==> src/rtl/mem_arb_pkg.sv <==
// mem_arb_pkg: shared definitions for the main-memory arbiter.
//   - FSM state encoding (IDLE / GRANT / RELEASE)
//   - default matrix-cell geometry and the derived data width
//   - onehot(): index -> one-hot grant vector (up to MAX_REQ tiles)
package mem_arb_pkg;

  localparam logic [1:0] IDLE    = 2'd0;
  localparam logic [1:0] GRANT   = 2'd1;
  localparam logic [1:0] RELEASE = 2'd2;

  localparam int DEF_CELL_WIDTH = 32;
  localparam int DEF_SIZE       = 4;
  localparam int width          = DEF_CELL_WIDTH * DEF_SIZE;

  localparam int MAX_REQ = 16;

  function automatic logic [MAX_REQ-1:0] onehot(input int idx);
    logic [MAX_REQ-1:0] r;
    r = MAX_REQ'(1) << idx;
    return r;
  endfunction

endpackage

==> src/rtl/rr_picker.sv <==
// rr_picker: combinational round-robin selector.
//   request   : N-bit request vector
//   ptr       : index with highest priority this round
//   winner    : first set request scanning ptr, ptr+1, ... mod N
//   any_valid : at least one request set (winner meaningless otherwise)
module rr_picker #(
  parameter int N  = 4,
  parameter int PW = $clog2(N)
) (
  input  logic [N-1:0]  request,
  input  logic [PW-1:0] ptr,
  output logic [PW-1:0] winner,
  output logic          any_valid
);

  int            idx;
  logic [PW-1:0] k;

  // Scan from the farthest position back toward ptr so the nearest
  // requester (in rotated order) is the last one to write winner.
  always_comb begin
    winner    = '0;
    any_valid = 1'b0;
    idx       = 0;
    k         = '0;
    for (int i = N - 1; i >= 0; i--) begin
      idx = (int'(ptr) + i) % N;
      k   = PW'(idx);
      if (request[k]) begin
        winner    = k;
        any_valid = 1'b1;
      end
    end
  end

endmodule

==> src/rtl/mem_arbiter.sv <==
// mem_arbiter: round-robin owner of the shared main-memory port.
//   in_clk / in_reset      : clock, async active-low reset
//   in_request             : per-tile request, held for the whole ownership
//   out_grant              : registered one-hot grant (or zero)
//   in_mem_*               : per-tile memory enables / address / write data
//   out_mem_*              : shared port, muxed from the current owner
//   out_owner / out_busy   : owner index (valid while busy), busy = GRANT
//   out_timeout            : owner held >= MAX_HOLD cycles while others wait
module mem_arbiter
  import mem_arb_pkg::*;
#(
  parameter int N_REQ           = 4,
  parameter int cell_width      = DEF_CELL_WIDTH,
  parameter int size            = DEF_SIZE,
  parameter int memory_size_log = 10,
  parameter int MAX_HOLD        = 1024,
  parameter int HOLD_W          = 16,
  localparam int DW = cell_width * size,
  localparam int OW = $clog2(N_REQ)
) (
  input  logic                             in_clk,
  input  logic                             in_reset,
  input  logic [N_REQ-1:0]                 in_request,
  output logic [N_REQ-1:0]                 out_grant,
  input  logic [N_REQ-1:0]                 in_mem_write_en,
  input  logic [N_REQ-1:0]                 in_mem_read_en,
  input  logic [N_REQ*memory_size_log-1:0] in_mem_address,
  input  logic [N_REQ*DW-1:0]              in_mem_data,
  output logic                             out_mem_write_en,
  output logic                             out_mem_read_en,
  output logic [memory_size_log-1:0]       out_mem_address,
  output logic [DW-1:0]                    out_mem_data,
  output logic [OW-1:0]                    out_owner,
  output logic                             out_busy,
  output logic                             out_timeout
);

  logic [1:0]        state;
  logic [OW-1:0]     owner, rr_ptr, win;
  logic              any_req;
  logic [N_REQ-1:0]  grant;
  logic [HOLD_W-1:0] hold;

  // Unpacked per-tile views so the owner mux is a plain array index.
  logic [memory_size_log-1:0] addr_a [N_REQ];
  logic [DW-1:0]              data_a [N_REQ];

  for (genvar i = 0; i < N_REQ; i++) begin : g_view
    assign addr_a[i] = in_mem_address[i*memory_size_log +: memory_size_log];
    assign data_a[i] = in_mem_data[i*DW +: DW];
  end

  rr_picker #(.N(N_REQ), .PW(OW)) u_pick (
    .request   (in_request),
    .ptr       (rr_ptr),
    .winner    (win),
    .any_valid (any_req)
  );

  always_ff @(posedge in_clk or negedge in_reset) begin
    if (!in_reset) begin
      state  <= IDLE;
      owner  <= '0;
      rr_ptr <= '0;
      grant  <= '0;
      hold   <= '0;
    end else begin
      case (state)
        IDLE: if (any_req) begin
          owner <= win;
          grant <= N_REQ'(onehot(int'(win)));
          hold  <= '0;
          state <= GRANT;
        end
        GRANT: begin
          if (in_request[owner]) begin
            if (hold != {HOLD_W{1'b1}}) hold <= hold + 1'b1;
          end else begin
            grant  <= '0;
            hold   <= '0;   // timeout must read 0 during turnaround
            rr_ptr <= (int'(owner) == N_REQ - 1) ? '0 : owner + 1'b1;
            state  <= RELEASE;
          end
        end
        RELEASE: state <= IDLE;
        default: state <= IDLE;
      endcase
    end
  end

  assign out_grant = grant;
  assign out_owner = owner;
  assign out_busy  = (state == GRANT);

  // Non-owner enables never reach the port: everything is gated on busy.
  always_comb begin
    out_mem_write_en = 1'b0;
    out_mem_read_en  = 1'b0;
    out_mem_address  = '0;
    out_mem_data     = '0;
    if (out_busy) begin
      out_mem_write_en = in_mem_write_en[owner];
      out_mem_read_en  = in_mem_read_en[owner];
      out_mem_address  = addr_a[owner];
      out_mem_data     = data_a[owner];
    end
  end

  assign out_timeout = out_busy && (hold >= HOLD_W'(MAX_HOLD)) &&
                       ((in_request & ~grant) != '0);

endmodule

==> config.mk <==
export PLATFORM = sky130hd
export DESIGN_NAME = mem_arbiter
export DESIGN_NICKNAME = d
export VERILOG_FILES = /design/src/rtl/mem_arb_pkg.sv /design/src/rtl/rr_picker.sv /design/src/rtl/mem_arbiter.sv
export SDC_FILE = /design/constraint.sdc
export NUM_CORES = 1
export LEC_CHECK = 0
export ABC_AREA = 1
export CELL_PAD_IN_SITES_DETAIL_PLACEMENT = 0
export CELL_PAD_IN_SITES_GLOBAL_PLACEMENT = 1
export CORE_AREA = 2 2 276 278
export DETAILED_ROUTE_END_ITERATION = 8
export DIE_AREA = 0 0 278 280
export HOLD_SLACK_MARGIN = 0.05
export PLACE_DENSITY = 0.6
export SETUP_SLACK_MARGIN = 0.05
export SLEW_MARGIN = 25
export SYNTH_ARGS = -nofsm -noshare
export SYNTH_HDL_FRONTEND = slang
export SYNTH_SLANG_ARGS = --single-unit
export TNS_END_PERCENT = 100
==> constraint.sdc <==
create_clock -name in_clk -period 1.56 [get_ports in_clk]
set_input_delay 0.156 -clock in_clk [delete_from_list [all_inputs] [get_ports in_clk]]
set_output_delay 0.156 -clock in_clk [all_outputs]
set_load 0.02 [all_outputs]
==> impl_metrics.toml <==
[clocking]
cts_tree = "yes"
cts_max_level = 1
clock_insertion_delay_worst_skew_ns = 0.27
cts.path.max_buffers = 2
cts.root.buffer_cell = "sky130_fd_sc_hd__clkbuf_16"
cts_hold_repair.buffers = 0
cts_made_buffers = 3
clock_sinks = 26
clock_pin_slew_on_the_worst_setup_and_hold_paths_ns = 0.07

[die]
die_area_um2 = 77800
fp.dieW_um = 278
core_um2 = 75200
dieHeight_um = 280
core.rowCount = 101
ios = 714
initial_core_util_pct = 8.61

[detailed_routing]
dr_top_layer = "met5"
routed-via-count = 12900
drt-met1-wl_um = 25800
route.detailed.vias_per_inst = 4.03
met3RoutedLength_um = 4550
detailroute.wirelength.met2_um = 32500
drt_pre_antenna_iters = 5
wirelength_um = 64800
drt_drc_violations_left = 0
drt_first_iter_violations = 504
post_drt_wl_per_cell_um = 20.2
postRouteAntennaNets = 0

[synth]
netlist_top_cells_area = "sky130_fd_sc_hd__nor2_1 33%, sky130_fd_sc_hd__o21ai_0 22%, sky130_fd_sc_hd__a21oi_1 11%, sky130_fd_sc_hd__dfrtp_1 10%, sky130_fd_sc_hd__nand2_1 4.9%"
syn-instance-count = 1352
synth.ff_latch_count = 26
synth_area_leader_cell = "sky130_fd_sc_hd__nor2_1"
synth_fp_nets = 1921
post_synth_instance_area_um2 = 6470
synth_seq_area_share_pct = 10.1
syn-mean-instance-area_um2 = 4.79
yosys_warnings = 0
netlist.area_leader.share_pct = 33.5
number_of_library_cell_types_mapped_by_synthesis = 33

[global_routing]
gr-total-overflow = 0
grt_antenna_before_repair = 7
first_global_vias = 12800
grt_use_total_pct = 14.2
global_route_wire_length_before_repair_um = 83300
grt_start_max_net_pins = 51

[timing]
worst_clock_skew_ns = 0.00321
timing_max_transition_violations_final = 0
slew_headroom_pct = 70.2
finalHoldViolations = 0
fin_ws_ns = -0.625
final_period_util_pct = 140
rsz0062_at_grt = "yes"
timing.final.setup_violations = 165
max_clock_freq_mhz = 458
layout_min_cycle_time_ns = 2.18
tightestPinTransition_ns = 0.444

[critical_path]
timing.critical_path.mode_cell = "sky130_fd_sc_hd__buf_12"
setup.worst_path.start = "out_owner[0]$_DFFE_PN0P_"
r2r_setup_slack_ns = -0.41
crit_fanout = 6
cpPeakStageDelay_ns = 0.43
worstReg2RegStart = "out_owner[0]$_DFFE_PN0P_"
worst_ep_required_time_ns = 1.40
crit_chain = "buf_12 -> clkbuf_16 -> buf_12 -> buf_6 -> nor2_1 -> nor2_1 -> o21ai_2 -> a21oi_4 -> buf_12"
critical_path_class = "flip-flop to output pin"
timing.critical_path.slowest_stage_cell = "sky130_fd_sc_hd__dfrtp_4"
critPathArrivalTime_ns = 2.03
startpoint_types = "flip-flop"
critPathCaptureType = "output pin"

[job]
cap_violations = 0

[final_layout]
synthToLayoutAreaGrowth_pct = 216
total_inserted_antenna_cells = 0
finalNonFillerCells = 3202
layout_commonest_cell = "sky130_fd_sc_hd__clkdlybuf4s50_1"
final_nets = 2794
fraction_of_final_layout_cells_sized_beyond_drive_strength_1_pct = 40.2
final_cell_mix = "565 x sky130_fd_sc_hd__clkdlybuf4s50_1, 397 x sky130_fd_sc_hd__nor2_1, 160 x sky130_fd_sc_hd__o21ai_1"

[placement]
place_congestion = 0.955
dp_cells = 3092
numPortBuffers = 713
dp_hpwl_um = 48700

[run_status]
failed_checks = "negative setup slack"
run_status = "complete, but fails checks"

[power]
vdd_drop_max_v = 0.000746
total_power_mw = 38.5
cellPowerDensity_nw_per_um2 = 1880
leakage_nw = 7.90

[worst_hold_path]
timing.hold.worst.class = "input port to async pin"
critical path, delay by kind of cell, from the launching register on:
family	cells	cell delay, ns
compound gates	2	0.35
flops	1	0.43
buf+inv	5	0.74
simple gates	2	0.22
cell families after synthesis:
logic type | count (synthesis) | share of synthesized area (%)
adders and majority gates | 3 | 0.580
and+or+nand+nor | 727 | 44.4
AOI/OAI and AO/OA | 448 | 35.2
xor gates and xnor gates | 3 | 0.406
buffers and inverters | 145 | 9.35
DFF | 26 | 10.1
routing by layer:
layer / GRT usage (%) / up-vias
li1: - / 6212
met1: 16.9 / 6019
met2: 25.3 / 565
met3: 3.66 / 87
met4: 3.09 / 10
met5: 0 / -
metrics by stage:
step	hold slack [ns]	instance area (µm²)	setup WS [ns]	utilization [%]	TNS, ns
finish	0.278	20400	-0.625	27.2	-71.65
floorplan	-0.140	7370	-0.113	-	-4.31
CTS	0.284	17700	-0.591	23.5	-77.81
detailed placement	0.532	16700	-0.631	22.3	-75.90
global route	0.317	20400	-0.688	27.2	-84.21
global placement	0.512	16700	-0.646	22.3	-74.09
state kept, by name (all words and copies together) (netlist names):
name and flops:
state 2, out_owner 2, rr_ptr 2, out_grant 4, hold 16
report_power, final:
group	leakage, nW	internal, mW	switching (mW)	total, mW
sequential	0.347	0.814	0.124	0.937
combinational	7.51	17.4	19.5	36.9
clock	0.0442	0.394	0.264	0.658
synthesized netlist by cell type, drive strengths merged:
library cell / number
nand3: 22
nor3: 6
clkbuf: 79
dfrtp: 26
inv: 32
nand2: 100
or2: 4
a21oi: 143
xor2: 3
nor4: 1
nor3b: 1
o21ai: 302
buf: 34
nor2: 580
o22ai: 2
and2: 2
nand3b: 1
nand4: 10
a31oi: 1
ha: 3
repair_timing:
action                                 4_1_cts  5_1_grt
pin swaps                                   43      172
gates resized for setup                    561      742
setup buffers                               27       43
cloned                                      10       32
endpoints found under the hold margin        0        0
setup endpoints to repair                  173      174
final timing paths:
path / to / depth (start not counted)
worst max register to register: hold[4]$_DFFE_PN0P_ / 14
worst min register to register: hold[4]$_DFFE_PN0P_ / 2
worst max-delay path: out_mem_data[38] / 9
min in group in_clk: hold[4]$_DFFE_PN0P_ / 2
worst min-delay path: hold[15]$_DFFE_PN0P_ / 2
max in group asynchronous: out_owner[0]$_DFFE_PN0P_ / 2
area by class of cell:
class / instances / area, µm²
Sequential cell: 26 / 659
Inverter: 32 / 170
Timing Repair Buffer: 980 / 10900
Tap cell: 978 / 1220
Fill cell: 8191 / 54700
Multi-Input combinational cell: 1182 / 7390
Clock buffer: 4 / 88.8
(Power assumes the default switching activity.)
